## src/rtl/mips_pkg.sv

```systemverilog
// Shared MIPS datapath constants and types used by the register file slice.
package mips_pkg;
    localparam int REG_ADDR_W = 5;
    localparam int REG_DATA_W = 32;
    localparam int NUM_REGS   = 32;

    typedef logic [REG_ADDR_W-1:0] reg_addr_t;
    typedef logic [REG_DATA_W-1:0] word_t;

    localparam reg_addr_t REG_ZERO = 5'd0;
endpackage

```

## src/rtl/decoder_5to32.sv

```systemverilog
// Binary-to-one-hot address decoder; one output line per register write strobe.
module decoder_5to32 #(
    parameter int ADDR_W = 5
) (
    input  logic [ADDR_W-1:0]      a,
    output logic [2**ADDR_W-1:0]   y
);
    always_comb begin
        y = '0;
        y[a] = 1'b1;
    end
endmodule

```

## src/rtl/register_file_32x32_cell.sv

```systemverilog
// register_cell: one general-purpose register with async active-high clear and load enable.
module register_cell #(
    parameter int DATA_W = 32
) (
    input  logic              clk,
    input  logic              rst,
    input  logic              ld,
    input  logic [DATA_W-1:0] d,
    output logic [DATA_W-1:0] q
);
    always_ff @(posedge clk or posedge rst) begin
        if (rst)
            q <= '0;
        else if (ld)
            q <= d;
    end
endmodule

```

## src/rtl/register_file_32x32.sv

```systemverilog
// MIPS register file, 32 x 32, one write / two combinational read ports.
// Define REGFILE_BYPASS_EN to forward Din to a read port addressing the register being written.
module register_file_32x32
    import mips_pkg::*;
#(
    parameter int DATA_W = REG_DATA_W,
    parameter int ADDR_W = REG_ADDR_W
) (
    input  logic              Clk,
    input  logic              Rst,
    input  logic [ADDR_W-1:0] Ard1,
    input  logic [ADDR_W-1:0] Ard2,
    input  logic [ADDR_W-1:0] Awr,
    input  logic [DATA_W-1:0] Din,
    input  logic              WrEn,
    output logic [DATA_W-1:0] Dout1,
    output logic [DATA_W-1:0] Dout2
);
    localparam int N = 2**ADDR_W;

    logic [N-1:0]      degout;
    logic [DATA_W-1:0] regs [N];
    logic              wr_live;

    decoder_5to32 #(.ADDR_W(ADDR_W)) u_dec (
        .a (Awr),
        .y (degout)
    );

    // degout[0] marks a write aimed at the hardwired zero register, which never counts as live
    assign wr_live = WrEn & ~degout[0];
    assign regs[0] = '0;

    for (genvar i = 1; i < N; i++) begin : g_reg
        register_cell #(.DATA_W(DATA_W)) u_cell (
            .clk (Clk),
            .rst (Rst),
            .ld  (wr_live & degout[i]),
            .d   (Din),
            .q   (regs[i])
        );
    end

`ifdef REGFILE_BYPASS_EN
    logic hit1, hit2;
    assign hit1 = wr_live & ~Rst & (Ard1 == Awr);
    assign hit2 = wr_live & ~Rst & (Ard2 == Awr);

    always_comb begin
        Dout1 = hit1 ? Din : regs[Ard1];
        Dout2 = hit2 ? Din : regs[Ard2];
    end
`else
    always_comb begin
        Dout1 = regs[Ard1];
        Dout2 = regs[Ard2];
    end
`endif
endmodule

```

## config.mk

```make
export PLATFORM = sky130hd
export DESIGN_NAME = register_file_32x32
export DESIGN_NICKNAME = d
export VERILOG_FILES = /design/src/rtl/mips_pkg.sv /design/src/rtl/decoder_5to32.sv /design/src/rtl/register_file_32x32_cell.sv /design/src/rtl/register_file_32x32.sv
export SDC_FILE = /design/constraint.sdc
export NUM_CORES = 2
export LEC_CHECK = 0
export ABC_CLOCK_PERIOD_IN_PS = 27300
export CORE_MARGIN = 2
export CORE_UTILIZATION = 55
export CTS_CLUSTER_DIAMETER = 100
export DETAILED_ROUTE_END_ITERATION = 8
export DONT_BUFFER_PORTS = 1
export PLACE_DENSITY_LB_ADDON = 0.25
export SYNTH_ARGS = -nofsm -noshare
export SYNTH_HDL_FRONTEND = slang
export SYNTH_SLANG_ARGS = --single-unit
export TNS_END_PERCENT = 5
```

## constraint.sdc

```tcl
create_clock -name Clk -period 27.3 [get_ports Clk]
set_clock_uncertainty 0.05 [all_clocks]
set_input_delay 1.365 -clock Clk [delete_from_list [all_inputs] [get_ports Clk]]
set_output_delay 1.365 -clock Clk [all_outputs]
set_load 0.01 [all_outputs]
```

==> impl_metrics.yaml <==
yosys:
  synthCells: 3632
  muxShareOfSynthArea_pct: 41.7
  synth.avg_cell_area_um2: 14.6
  yosys_warnings: 0
  syn-num-nets: 3682
  synth_xor_area_share_pct: 0
  synth_most_common_cell: "mux2_2"
  synth_simple_gate_area_share_pct: 1.80
  yosysSeqAreaShare_pct: 46.8
  synth.ff_latch_count: 992
  synth-compound-area-share_pct: 6.33
  synthTopCellsByCount: "1,030 x mux2_2, 992 x dfrtp_1, 384 x mux4_2, 205 x clkbuf_1, 192 x a22o_1"
  yosysTopAreaCell: "dfrtp_1"
  yosys.area.top_type_share_pct: 46.8
  synth_ff_type: "dfrtp_1"
  ys_types: 31
  synthAdderAreaFrac_pct: 0
  ys_top_cells_by_area: "dfrtp_1 47%, mux2_2 22%, mux4_2 16%"
  netlist_area_mm2: 0.0531
  postSynth.asyncResetShare_pct: 100
  synth_edf_count: 0
  synth_top_family_by_area: "multiplexers"
worst_setup_path:
  cp_max_fo: 190
  cp-end-kind: "async pin"
  crit_arrival_ps: 6040
  path_class: "in2async"
  worst_r2r_path_depth: 1
  worstPathRequired_ps: 27900
  start_kind: "input port"
  crit_start: "Rst"
  r2r_start: "g_reg[20].u_cell.q[18]"
timing:
  setup_tns_ps: 0
  slew_headroom_pct: 12.4
  min_period_over_period_pct: 19.9
  worst_slack_ps: 21860
  hold_viol: 0
  hold-worst-slack_ps: 467
  finalSetupViolCount: 0
  rsz0062_at_grt: "false"
  post-route-min-period_ps: 5440
  max_freq_ghz: 0.184
  drv_slew: 0
  worstMarginPinSlew_ps: 1310
floorplan:
  chipHeight_um: 315
  dieArea_mm2: 0.0990
  initial_core_util_pct: 55.7
  pin_count: 114
  core_area_mm2: 0.0953
  rows: 113
  die_width_um: 315
clocking:
  cts_setup_buffers: 0
  cts_max_level: 3
  cts_buffers: 105
  cts_resized: 0
  clk_path_buf_depth: 3
  worst_skew_pair.late_latency_ps: 680
  cts_tree: "yes"
  cts_root_buf: "clkbuf_16"
  clkSinkCount: 992
  cts_hold_buffers: 0
  clk_pin_slew_worst_paths_ps: 60
finish:
  fillCellCount: 6975
  drive_gt1_share_pct: 48.6
  largest_register_ffs: 992
  syn_to_final_growth_pct: 7.62
  reg_top3: "g.u_cell.q: 992 flops"
  nNetsFinal: 3443
  regMostFlops: "g.u_cell.q"
route:
  dr_total_vias: 34300
  drt_first_pass_iters: 5
  viasPerCell: 7.23
  drt_iter0_drc: 3290
  drc_errors: 0
  wl_per_cell_um: 33.7
  wirelength_mm: 160
  ant_nets: 0
global_routing:
  antenna_found_initial: 2
  gr-total-overflow: 0
  grt_pass1_vias: 36300
  grt_max_degree: 290
  grtUsageTotal_pct: 32.5
  grt_first_pass_wirelength_mm: 239
min_path:
  holdCritStartpoint: "g_reg[20].u_cell.q[16]"
  min_path_cells: 1
  hold_class: "reg2reg"
placement:
  numPortBuffers: 0
  dp_slack_ps: 21240
  dp_hpwl_mm: 85.0
  gp_congestion: 0.833
power_and_ir_drop:
  ir_drop_uv: 50.0
  leakage_nw: 24.7
  power-per-cell-area_mw_per_mm2: 74.6
outcome:
  status: "completed"
job:
  cap_violations: 0
==> critical path: stages <==
cell and delay, ps:
clkinvlp_4 40, buf_4 620, buf_12 560, buf_12 790, buf_12 700, buf_4 960
==> layer usage <==
metal	wire length, um	track usage (%)	vias up
met5	0	0	-
met4	7000	13.8	0
met3	15600	7.97	435
met2	74100	50.4	1835
met1	62800	44.0	18400
li1	-	-	13600
==> cells by family after synthesis <==
group	Yosys count
compound gates	448
buf+inv	402
flops	992
mux	1600
simple gates	190
==> report_power, final <==
part	switching (mW)	total, mW	internal [mW]	leakage [nW]
Combinational	0.289	0.801	0.512	10.2
Clock	0.603	1.48	0.879	1.78
Sequential	0.219	1.98	1.76	12.7
Total	1.11	4.26	3.15	24.7
==> stage by stage <==
step / instance area, um^2 / std cells / total power, mW / utilization [%]
floorplan: 53100 / 3632 / 2.64 / -
detailed placement: 53600 / 4551 / 2.79 / 56.2
global route: 57100 / 4741 / 4.42 / 60.0
finish: 57100 / 4742 / 4.26 / 60.0
global placement: 53600 / 4551 / 2.72 / 56.2
CTS: 57100 / 4741 / 4.27 / 60.0
==> placed cells by master (no fill, tap or decap), types with 9 or more instances in the layout <==
master	instances
clkbuf_8	29
clkbuf_1	16
mux2i_1	160
nand2_2	14
a22o_1	192
o31ai_1	64
clkbuf_16	107
bufinv_16	9
clkinv_2	23
nand2_1	65
o22ai_1	64
mux2_2	1030
and2_1	32
and3_1	33
mux4_2	384
buf_4	50
nor2_4	18
dfrtp_1	992
a211oi_1	64
o21ai_1	64
mux2_1	26
==> final cells by class <==
class                           instances  area [um^2]  area share, %
Multi-Input combinational cell       2238        26700           46.7
Inverter                                3         15.0         0.0263
Clock buffer                          152         3140           5.49
Antenna cell                            1         2.50        0.00438
Clock inverter                         38          445          0.780
Sequential cell                       992        24800           43.4
Timing Repair Buffer                   53          435          0.762
Tap cell                             1265         1580           2.77
==> final timing paths <==
check / slack (ps) / end
worst max-delay path: 21860 / g_reg[11].u_cell.q[18]
worst min-delay path: 470 / g_reg[20].u_cell.q[16]
worst max register to register: 26430 / g_reg[20].u_cell.q[18]
worst min register to register: 470 / g_reg[20].u_cell.q[16]
max in group Clk: 21910 / Dout1[20]
min in group asynchronous: 780 / g_reg[1].u_cell.q[28]
Power figures use the tool's default switching activity.
